===== src/rtl/wb_retire_queue.sv =====
// In-order write-back queue for the Beta pipeline: buffers MEM results, waits for load data
// returned in issue order, and retires one register-file write per cycle.
module wb_retire_queue #(
  parameter int unsigned XLEN  = 32,
  parameter int unsigned AW    = 5,
  parameter int unsigned DEPTH = 4,
  parameter int unsigned CNT_W = 32
) (
  input  logic             clk,
  input  logic             rst_n,
  input  logic             in_valid,
  output logic             in_ready,
  input  logic [1:0]       in_sel,
  input  logic [XLEN-1:0]  in_pc,
  input  logic [XLEN-1:0]  in_y,
  input  logic [AW-1:0]    in_rc,
  input  logic             mem_rd_valid,
  input  logic [XLEN-1:0]  mem_rd_data,
  output logic             rf_we,
  output logic [AW-1:0]    rf_w_addr,
  output logic [XLEN-1:0]  rf_w_data,
  output logic             ld_pending,
  output logic             err_unexp_rd,
  output logic [CNT_W-1:0] retired_cnt
);

  localparam int unsigned PW = $clog2(DEPTH);

  localparam logic [1:0]    SelAlu  = 2'd0;
  localparam logic [1:0]    SelLd   = 2'd1;
  localparam logic [1:0]    SelPc   = 2'd2;
  localparam logic [1:0]    SelNone = 2'd3;
  localparam logic [AW-1:0] RegR31  = '1;

  logic [1:0]      sel_q  [DEPTH];
  logic [AW-1:0]   rc_q   [DEPTH];
  logic [XLEN-1:0] data_q [DEPTH];
  logic [DEPTH-1:0] dv_q;
  logic [PW-1:0]   head_q, tail_q;
  logic [PW:0]     cnt_q;

  logic            push, pop, fill, fill_found;
  logic [PW-1:0]   fill_idx, scan_idx;
  logic [XLEN-1:0] push_data;

  // Full/empty depend only on registered occupancy, so in_ready has no input-to-output path.
  assign in_ready = (cnt_q != (PW+1)'(DEPTH));
  assign push     = in_valid && in_ready;
  assign pop      = (cnt_q != '0) && dv_q[head_q];
  assign fill     = mem_rd_valid && fill_found;

  assign ld_pending = fill_found;

  always_comb begin
    push_data = '0;
    case (in_sel)
      SelAlu:  push_data = in_y;
      SelPc:   push_data = in_pc;
      default: push_data = '0;
    endcase
  end

  // Oldest valid load still waiting for data, scanning from the head in program order.
  always_comb begin
    fill_found = 1'b0;
    fill_idx   = head_q;
    scan_idx   = head_q;
    for (int unsigned i = 0; i < DEPTH; i++) begin
      scan_idx = head_q + PW'(i);
      if (!fill_found && ((PW+1)'(i) < cnt_q) && (sel_q[scan_idx] == SelLd) &&
          !dv_q[scan_idx]) begin
        fill_found = 1'b1;
        fill_idx   = scan_idx;
      end
    end
  end

  always_ff @(posedge clk) begin
    if (!rst_n) begin
      head_q       <= '0;
      tail_q       <= '0;
      cnt_q        <= '0;
      dv_q         <= '0;
      rf_we        <= 1'b0;
      rf_w_addr    <= '0;
      rf_w_data    <= '0;
      err_unexp_rd <= 1'b0;
      retired_cnt  <= '0;
      for (int unsigned i = 0; i < DEPTH; i++) begin
        sel_q[i]  <= SelNone;
        rc_q[i]   <= '0;
        data_q[i] <= '0;
      end
    end else begin
      if (push) begin
        sel_q[tail_q]  <= in_sel;
        rc_q[tail_q]   <= in_rc;
        data_q[tail_q] <= push_data;
        dv_q[tail_q]   <= (in_sel != SelLd);
        tail_q         <= tail_q + 1'b1;
      end

      // A pushed slot is never occupied, so it cannot collide with the fill target.
      if (fill) begin
        data_q[fill_idx] <= mem_rd_data;
        dv_q[fill_idx]   <= 1'b1;
      end

      if (mem_rd_valid && !fill_found) begin
        err_unexp_rd <= 1'b1;
      end

      if (pop) begin
        head_q      <= head_q + 1'b1;
        rf_we       <= (sel_q[head_q] != SelNone) && (rc_q[head_q] != RegR31);
        rf_w_addr   <= rc_q[head_q];
        rf_w_data   <= data_q[head_q];
        retired_cnt <= retired_cnt + 1'b1;
      end else begin
        rf_we <= 1'b0;
      end

      cnt_q <= cnt_q + (PW+1)'(push) - (PW+1)'(pop);
    end
  end

endmodule


===== config.mk =====
export PLATFORM = sky130hd
export DESIGN_NAME = wb_retire_queue
export DESIGN_NICKNAME = d
export VERILOG_FILES = /design/src/rtl/wb_retire_queue.sv
export SDC_FILE = /design/constraint.sdc
export NUM_CORES = 1
export LEC_CHECK = 0
export CAP_MARGIN = 20
export CORE_MARGIN = 2
export CORE_UTILIZATION = 59
export CTS_BUF_LIST = sky130_fd_sc_hd__clkbuf_16
export DETAILED_ROUTE_END_ITERATION = 6
export PLACE_DENSITY = 0.92
export SYNTH_ARGS = -nofsm -noshare
export SYNTH_HDL_FRONTEND = slang
export SYNTH_SLANG_ARGS = --single-unit

===== constraint.sdc =====
create_clock -name clk -period 9.7 [get_ports clk]
set_input_delay 0.97 -clock clk [delete_from_list [all_inputs] [get_ports clk]]
set_output_delay 0.97 -clock clk [all_outputs]
set_load 0.01 [all_outputs]

==> out/summary.txt, run 1 <==
GRT Util Overall: 27.5%
top cell type's share of synthesized area: 37.7%
setup TNS: 0 ps
Tmin final: 4850 ps
Clk pin slew, worst setup/hold paths: 60 ps
fmax: 206 MHz
drt first pass iters: 5
Post-Layout Cell Count: 1494
Routed Wire Length: 30600 µm
NetSw: 0.000757 W
critical path launch point type: flip-flop
critical path capture point type: flip-flop
initial antenna violation count: 0
Max Slew Vio Count: 0
vias in the first global route: 9108
clock sinks: 240
diodes inserted: 0
Synth Flop Type: edfxtp_1
via count: 8976
part of the power in combinational logic: 21.7%
# nets final: 1318
Switching Share: 27.8%
Buffers on Ports: 179
sequential area share after synthesis: 51.2%
die area: 22300 µm²
share of cells above drive strength 1: 22.1%
TritonCTS Buffers: 24
# Max-Cap Violations: 0
P_leak: 5.66 nW
critical path data required time: 9660 ps
Routed Antenna Nets: 0
largest net degree at the start of global routing: 106
Post-DP HPWL: 18800 µm
IO Pins: 180
setup repair bufs after CTS: 0
Cells after Synth: 1054
DR iter-0 viols: 784
Worst Tran Pin Value: 1150 ps
fin crit share: 50.0%
GR Layer Usage met3: 4.46%
Cell Area, Synth: 12400 µm²
Worst EP arrival: 4820 ps
WL/cell: 20.5 µm
CP Class: reg2reg
crit-path max FO: 41
internal power: 0.00196 W
final setup vio count: 0
worst skew pair latency: 530 ps
CTS Buffer Depth: 3
synth unique cells: 56
die height: 149 µm
overall die width: 149 µm
leading post-synthesis cells by cell area: edfxtp_1 38%, dfxtp_1 14%, mux2_2 11%
VDD IR max: 0.000112 V
outcome: complete, no violations
CTS resizes: 0
clk_skew: 16.3 ps
post-synthesis to final-layout area growth: 21.0%
core area: 20800 µm²
RSZ-0062 raised after global routing: no
Initial Utilization: 59.7%
drc violations: 0
#FFs+latches synth: 240
Final Hold Slack: 463 ps
Async S/R FF share, synth: 0%
GR Util met1: 34.7%
Rows: 53
slew margin rel.: 23.6%
dpl cells: 1448
global route overflow: 0
clock tree from TritonCTS: yes
Reg power frac: 46.4%
H-Tree Depth: 1
first-pass GRT wire length: 47800 µm
syn avg cell area: 11.8 µm²
GR Util met2: 46.7%
clock share of power: 31.9%
hold crit path type: reg2reg
layer with the highest usage: met2
number of synthesized flops with an enable pin: 156
cell taking the most area after synthesis: edfxtp_1
gpl congestion: 0.864
vias per cell: 6.01
Root Buffer: clkbuf_16
Hold Fails Final Rpt: 0
Pwr Density: 181 nW/µm²
YS warnings: 0
Net Count, Synth: 1171
hold buffers post-CTS: 0
[layout by cell type (no fill, tap or decap), drive strengths merged, types with 3 or more instances in the layout]
cell and count:
o21ai 10, xor2 9, dfxtp 84, a21boi 45, or4b 4, clkinv 11
a31oi 6, xnor2 19, nand2b 5, nand2 118, inv 18, mux4 40
a21oi 6, clkdlybuf4s50 177, ha 9, edfxtp 156, or2 41, clkbuf 25
mux2i 37, nand4 9, mux2 131, or4bb 3, nor2 138, nor3 6
and2 41, buf 11, nor2b 6, or3 10, and3 9, nand3 17
[worst max-delay path, stage by stage, from the launching register on]
cell and delay, ps:
dfxtp_2 510, buf_4 600, or4bb_1 230, o22ai_1 70
o21ai_0 560, o21a_1 240, mux2_2 380, nand2_2 680
nand3_2 970
[synth_stat cells (3+ instances only)]
library cell,n
xnor2_1,18
a31oi_1,5
and3_1,9
nand2_2,4
nand3_1,17
nand2_1,114
nor2b_1,6
dfxtp_1,84
buf_1,10
or4bb_1,3
nor3_1,6
mux2_4,4
buf_6,13
nand4_1,9
mux4_2,39
nand2b_1,5
xor2_1,9
a21boi_0,43
nor2_1,138
and2_1,41
mux2_2,126
ha_1,9
o21ai_0,10
clkbuf_1,41
edfxtp_1,156
or2_2,40
or3_1,10
inv_1,9
mux2i_1,36
a21oi_1,6
[through the flow]
step | total power, W | instance area (µm²) | util [%] | worst slack [ps]
CTS | 0.00272 | 15000 | 72.1 | 4760
floorplan | 0.00164 | 12400 | - | 6140
detailed placement | 0.00185 | 14300 | 68.6 | 4830
finish | 0.00272 | 15000 | 72.2 | 4850
global placement | 0.00183 | 14300 | 68.6 | 4990
global route | 0.00282 | 15000 | 72.2 | 4430
[sequential cells by signal, summed over array words and instances, names as in the netlist, named ones only]
register,flops
cnt_q,3
data_q,128
rc_q,20
rf_w_data,32
dv_q,4
retired_cnt,32
rf_w_addr,5
err_unexp_rd,1
rf_we,1
tail_q,2
sel_q,8
head_q,2
[power by group through the flow]
stage               clock (W)  sequential [W]  combinational, W
floorplan                   0         0.00126          0.000378
global placement            0         0.00128          0.000551
detailed placement          0         0.00128          0.000569
CTS                  0.000873         0.00126          0.000583
global route         0.000912         0.00127          0.000631
finish               0.000869         0.00126          0.000590
[final timing paths]
path              endpoint    startpoint  slack [ps]  cells past startpoint
min           rf_w_data[7]  rf_w_data[7]         460                      2
max reg2reg  data_q[0][28]     head_q[0]        4850                      8
max          data_q[0][28]     head_q[0]        4850                      8
min reg2reg   rf_w_data[7]  rf_w_data[7]         460                      2
[cell families after synthesis]
| logic type | count (synthesis) | share of synthesized area (%) |
|---|---|---|
| AO/OA/AOI/OAI | 77 | 4.41 |
| XOR/XNOR | 28 | 2.03 |
| adder cells (fa/ha/maj) | 10 | 1.07 |
| buffers and inverters | 78 | 3.19 |
| flip-flops | 240 | 51.2 |
| multiplexers | 208 | 22.3 |
| AND/OR/NAND/NOR | 413 | 15.8 |
[final cells by class]
cell class	instances	area (µm²)
well taps	275	344
inverters	11	41.3
multi-input cells	736	5690
fillers	1369	5780
clock buffers	25	626
flip-flops and latches	240	6370
repair buffers	188	1870
clock inverters	19	101
[routing by layer]
metal / routed length [µm] / share of wire, %
met2: 15200 / 50
met3: 2450 / 8.0
met5: 0 / 0
met4: 1210 / 3.9
met1: 11700 / 38
Power figures use the tool's default switching activity.
==> run 2, diff against run 1 <==
--- a/config.mk
+++ b/config.mk
@@ -7,10 +7,10 @@
 export LEC_CHECK = 0
 export CAP_MARGIN = 20
 export CORE_MARGIN = 2
-export CORE_UTILIZATION = 59
+export CORE_UTILIZATION = 50
 export CTS_BUF_LIST = sky130_fd_sc_hd__clkbuf_16
 export DETAILED_ROUTE_END_ITERATION = 6
-export PLACE_DENSITY = 0.92
+export PLACE_DENSITY = 0.83
 export SYNTH_ARGS = -nofsm -noshare
 export SYNTH_HDL_FRONTEND = slang
 export SYNTH_SLANG_ARGS = --single-unit
==> constraint.sdc (replaced) <==
create_clock -name clk -period 4.3 [get_ports clk]
set_input_delay 0.43 -clock clk [delete_from_list [all_inputs] [get_ports clk]]
set_output_delay 0.43 -clock clk [all_outputs]
set_load 0.01 [all_outputs]
==> run 2 against run 1 <==
Die area grew 17%. Global-route usage fell by 4.3 points. Sequential share of layout area shrank 0.94 points. Via count shrank 1.5%. Count of clock-buffer cells in the layout grew 2. Worst setup slack worse by 4300 ps. Sequential power is 130% higher. Register-to-register slack worse by 4300 ps.
==> out/summary.txt, run 2 (synthesis results as in run 1) <==
Clk pin slew, worst setup/hold paths: 60 ps (about the same)
IO Pins: 180 (unchanged)
Routed Antenna Nets: 0 (unchanged)
NetSw: 0.00173 W (+130%)
Routed Wire Length: 30300 µm (-0.81%)
GR Util met2: 41.7% (-4.9 points)
largest reg by FF count: data_q
Max Slew Vio Count: 0 (unchanged)
overall die width: 162 µm (+8.4%)
CP Class: reg2reg
Initial Utilization: 51.0% (-8.7 points)
Rows: 57 (+7.5%)
drt first pass iters: 5 (unchanged)
internal power: 0.00466 W (+140%)
Worst Tran Pin Value: 794 ps (-353 ps)
total power: 0.00639 W (+130%)
hold buffers post-CTS: 0 (unchanged)
clk_skew: 14.1 ps (-2.20 ps)
Post-DP HPWL: 20300 µm (+8.0%)
layer with the highest usage: met2
core area: 24400 µm² (+17%)
largest registers: data_q x128, retired_cnt x32, rf_w_data x32
WL/cell: 19.4 µm (-5.2%)
# Max-Cap Violations: 0 (unchanged)
gpl congestion: 0.878 (+1.7%)
Worst EP arrival: 4050 ps (-770 ps)
vias in the first global route: 9151 (+0.47%)
diodes inserted: 0 (unchanged)
drc violations: 0 (unchanged)
share of cells above drive strength 1: 23.7% (+1.6 points)
VDD IR max: 0.000354 V (+220%)
clock share of power: 34.4% (+2.5 points)
Tmin final: 3770 ps (-1080 ps)
fmax: 265 MHz (+29%)
global route overflow: 0 (unchanged)
Reg power frac: 44.6% (-1.8 points)
clock sinks: 240 (unchanged)
final setup vio count: 0 (unchanged)
first-pass GRT wire length: 48100 µm (+0.77%)
CTS Buffer Depth: 3 (unchanged)
fill count: 1920 (+40%)
hold crit path type: in2reg
setup repair bufs after CTS: 0 (unchanged)
DR iter-0 viols: 923 (+18%)
fin crit share: 87.8% (+38 points)
# nets final: 1337 (+1.4%)
RSZ-0062 raised after global routing: no
outcome: complete, no violations
GR Util met1: 28.7% (-6.0 points)
critical path capture point type: flip-flop
H-Tree Depth: 1 (unchanged)
Hold Fails Final Rpt: 0 (unchanged)
Pwr Density: 415 nW/µm² (+130%)
crit-path max FO: 32 (-22%)
initial antenna violation count: 0 (unchanged)
die height: 162 µm (+8.4%)
setup TNS: 0 ps (unchanged)
GR Layer Usage met3: 3.55% (-0.92 points)
part of the power in combinational logic: 21.0% (-0.7 points)
via count: 8844 (-1.5%)
CTS resizes: 0 (unchanged)
Root Buffer: clkbuf_16
Final Hold Slack: 316 ps (-146 ps)
worst skew pair latency: 530 ps (about the same)
Switching Share: 27.1% (-0.75 points)
P_leak: 5.81 nW (+2.6%)
Buffers on Ports: 179 (unchanged)
most common cell after layout, fill and taps aside: clkdlybuf4s50_1
GRT Util Overall: 23.2% (-4.3 points)
TritonCTS Buffers: 26 (+8.3%)
largest net degree at the start of global routing: 85 (-20%)
slew margin rel.: 47.1% (+24 points)
critical path launch point type: flip-flop
die area: 26100 µm² (+17%)
vias per cell: 5.65 (-5.9%)
clock tree from TritonCTS: yes
Largest register FFs: 128 (unchanged)
critical path data required time: 4570 ps (-5090 ps)
most frequent cells in the layout: 177 x clkdlybuf4s50_1, 156 x edfxtp_1, 138 x nor2_1, 126 x mux2_2, 112 x nand2_1
post-synthesis to final-layout area growth: 23.8%
run 2: through the flow:
step | instance area, µm² | utilization [%] | worst slack (ps) | instances
floorplan | 12400 | - | 741 | 1054
global placement | 14500 | 59.6 | 672 | 1515
detailed placement | 14500 | 59.6 | 559 | 1515
CTS | 15400 | 63.0 | 557 | 1563
global route | 15400 | 63.1 | 250 | 1564
finish | 15400 | 63.1 | 525 | 1564
run 2: worst paths after layout:
kind              slack [ps]    startpoint           end  depth (start not counted)
setup reg to reg         530     head_q[0]  data_q[2][7]                          9
hold reg to reg          470  rf_w_addr[3]  rf_w_addr[3]                          2
setup / recovery         530     head_q[0]  data_q[2][7]                          9
hold / removal           320         rst_n  err_unexp_rd                          2
run 2: power groups by stage:
| stage | Clock (W) | Combinational [W] | Sequential [W] |
|---|---|---|---|
| floorplan | 0 | 0.000854 | 0.00285 |
| global placement | 0 | 0.00130 | 0.00288 |
| detailed placement | 0 | 0.00133 | 0.00289 |
| CTS | 0.00223 | 0.00135 | 0.00285 |
| global route | 0.00232 | 0.00146 | 0.00287 |
| finish | 0.00220 | 0.00134 | 0.00285 |
run 2: metal layers:
layer / part of all wire, % / vias to the layer above / wire length (µm)
met2: 51 / 359 / 15600
met4: 2.7 / 0 / 811
met3: 6.9 / 68 / 2080
li1: - / 4093 / -
met1: 39 / 4324 / 11900
met5: 0 / - / 0
run 2: worst max-delay path: stages (launching register included):
cell     delay, ps
dfxtp_4        560
buf_4          500
or4b_1         190
o22ai_1         60
o21ai_0        530
o21a_1         240
mux2_2         380
nand2_2        420
buf_12         240
mux2_2         350
run 2: area by class of cell:
cell class	instances	area [µm²]	share of cell area, %
Sequential cell	240	6370	41.4
Multi-Input combinational cell	736	5690	37.0
Timing Repair Buffer	205	2040	13.2
Clock buffer	27	676	4.39
Tap cell	324	405	2.63
Clock inverter	21	165	1.07
Inverter	11	41.3	0.268
==> run 3, diff against run 2 <==
--- a/config.mk
+++ b/config.mk
@@ -10,7 +10,7 @@
 export CORE_UTILIZATION = 50
 export CTS_BUF_LIST = sky130_fd_sc_hd__clkbuf_16
 export DETAILED_ROUTE_END_ITERATION = 6
-export PLACE_DENSITY = 0.83
+export PLACE_DENSITY = 0.77
 export SYNTH_ARGS = -nofsm -noshare
 export SYNTH_HDL_FRONTEND = slang
 export SYNTH_SLANG_ARGS = --single-unit
==> run 3 against run 2 <==
Critical path depth is 2 lower. Routed wire length is 0.64% lower. Clock skew is 5.8 ps lower. Critical endpoint is now data_q[0][7]. Sequential share of layout area is 0.21 points higher.
==> out/summary.txt, run 3 (synthesis results as in run 1) <==
P_leak: 5.76 nW (-0.92%)
Pwr Density: 410 nW/µm² (-1.3%)
clock sinks: 240 (unchanged)
fmax: 269 MHz (+1.5%)
worst hold start: rst_n
final design utilization: 62.8% (-0.32 points)
drt first pass iters: 5 (unchanged)
critical path launch point type: flip-flop
Final Hold Slack: 432 ps (+115 ps)
Buffers on Ports: 179 (unchanged)
RSZ-0062 raised after global routing: no
most common cell after layout, fill and taps aside: clkdlybuf4s50_1
via count: 8789 (-0.62%)
vias in the first global route: 8962 (-2.1%)
Routed Wire Length: 30100 µm (-0.64%)
Initial Utilization: 51.0% (unchanged)
Hold Fails Final Rpt: 0 (unchanged)
Largest register FFs: 128 (unchanged)
CTS Buffer Depth: 3 (unchanged)
Routed Antenna Nets: 0 (unchanged)
clk_skew: 8.32 ps (-5.80 ps)
fin crit share: 86.5% (-1.3 points)
Worst path top cell family by delay: multiplexers
setup repair bufs after CTS: 0 (unchanged)
largest net degree at the start of global routing: 59 (-31%)
CP Class: reg2reg
WL/cell: 19.3 µm (-0.39%)
Tmin final: 3720 ps (-54.3 ps)
Worst Setup SP: head_q[0]
CP peak stage delay: 670 ps (+110 ps)
VDD IR max: 0.000221 V (-38%)
Post-Layout Cell Count: 1560 (-0.26%)
hold buffers post-CTS: 0 (unchanged)
crit-path max FO: 28 (-13%)
Post-DP HPWL: 19800 µm (-2.5%)
# nets final: 1336 (-0.075%)
outcome: complete, no violations
H-Tree Depth: 1 (unchanged)
final setup vio count: 0 (unchanged)
die area: 26100 µm² (unchanged)
global route overflow: 0 (unchanged)
Root Buffer: clkbuf_16
share of cells above drive strength 1: 23.4% (-0.33 points)
Critical Path Most Common Cell: mux2_2
initial antenna violation count: 0 (unchanged)
critical path data required time: 4560 ps (about the same)
drc violations: 0 (unchanged)
largest registers: data_q x128, retired_cnt x32, rf_w_data x32
die height: 162 µm (unchanged)
slew margin rel.: 40.9% (-6.2 points)
RR Startpoint: head_q[0]
largest reg by FF count: data_q
hold crit path type: in2reg
worst skew pair latency: 520 ps (about the same)
fill count: 1955 (+1.8%)
critical path capture point type: flip-flop
Worst Tran Pin Value: 885 ps (+91.2 ps)
gpl congestion: 0.843 (-4.0%)
# Max-Cap Violations: 0 (unchanged)
diodes inserted: 0 (unchanged)
critical-path cell list: mux4_1 > or4b_4 > o21a_1 > mux2_2 > nand2_2 > buf_4 > mux2_2
dpl cells: 1515 (unchanged)
vias per cell: 5.63 (-0.37%)
first-pass GRT wire length: 47500 µm (-1.3%)
core area: 24400 µm² (unchanged)
post-synthesis to final-layout area growth: 23.1%
overall die width: 162 µm (unchanged)
TritonCTS Buffers: 25 (-3.8%)
Rows: 57 (unchanged)
CTS resizes: 0 (unchanged)
slowest CP cell: dfxtp_4
clock tree from TritonCTS: yes
setup TNS: 0 ps (unchanged)
most frequent cells in the layout: 177 x clkdlybuf4s50_1, 156 x edfxtp_1, 138 x nor2_1, 126 x mux2_2, 113 x nand2_1
CP bufs+invs: 1 (-1)
DR iter-0 viols: 704 (-24%)
Worst EP arrival: 3980 ps (-70 ps)
Max Slew Vio Count: 0 (unchanged)
GRT Util Overall: 23.1% (-0.11 points)
IO Pins: 180 (unchanged)
total power: 0.00627 W (-1.8%)
Clk pin slew, worst setup/hold paths: 60 ps (about the same)
==> run 3: final timing paths <==
| kind | endpoint | slack (ps) | cells past startpoint |
|---|---|---|---|
| setup reg to reg | data_q[0][7] | 580 | 7 |
| setup / recovery | data_q[0][7] | 580 | 7 |
| hold / removal | dv_q[3] | 430 | 3 |
| hold reg to reg | rf_w_addr[1] | 460 | 2 |
==> run 3: worst min-delay path: stages <==
cell     delay, ps
buf_4          290
nand2_1        130
nand2_1         40
==> run 3: layer usage <==
metal | routed length [µm] | global-route usage [%] | vias to the layer above
met2 | 15100 | 41.0 | 374
met4 | 622 | 6.68 | 0
met3 | 2250 | 3.42 | 59
met1 | 12200 | 29.5 | 4248
met5 | 0 | 0 | -
li1 | - | - | 4108
==> run 3: area by class of cell <==
cell class / count / area, µm² / area share [%]
sequential: 240 / 6370 / 41.6
multi-input combinational: 736 / 5690 / 37.2
timing repair buffer: 205 / 2020 / 13.2
clock buffer: 25 / 626 / 4.09
tap: 324 / 405 / 2.65
clock inverter: 19 / 159 / 1.04
inverter: 11 / 41.3 / 0.270
==> run 3: stage by stage <==
stage               area (µm²)  worst slack (ps)
finish                   15300               580
global route             15300               457
CTS                      15300               578
detailed placement       14500               586
global placement         14500               654
floorplan                12400               741
==> run 3: where the power goes <==
part,switching (W),internal (W)
Combinational,0.000686,0.000638
Sequential,0.000149,0.00271
Clock,0.000868,0.00123
Total,0.00170,0.00457
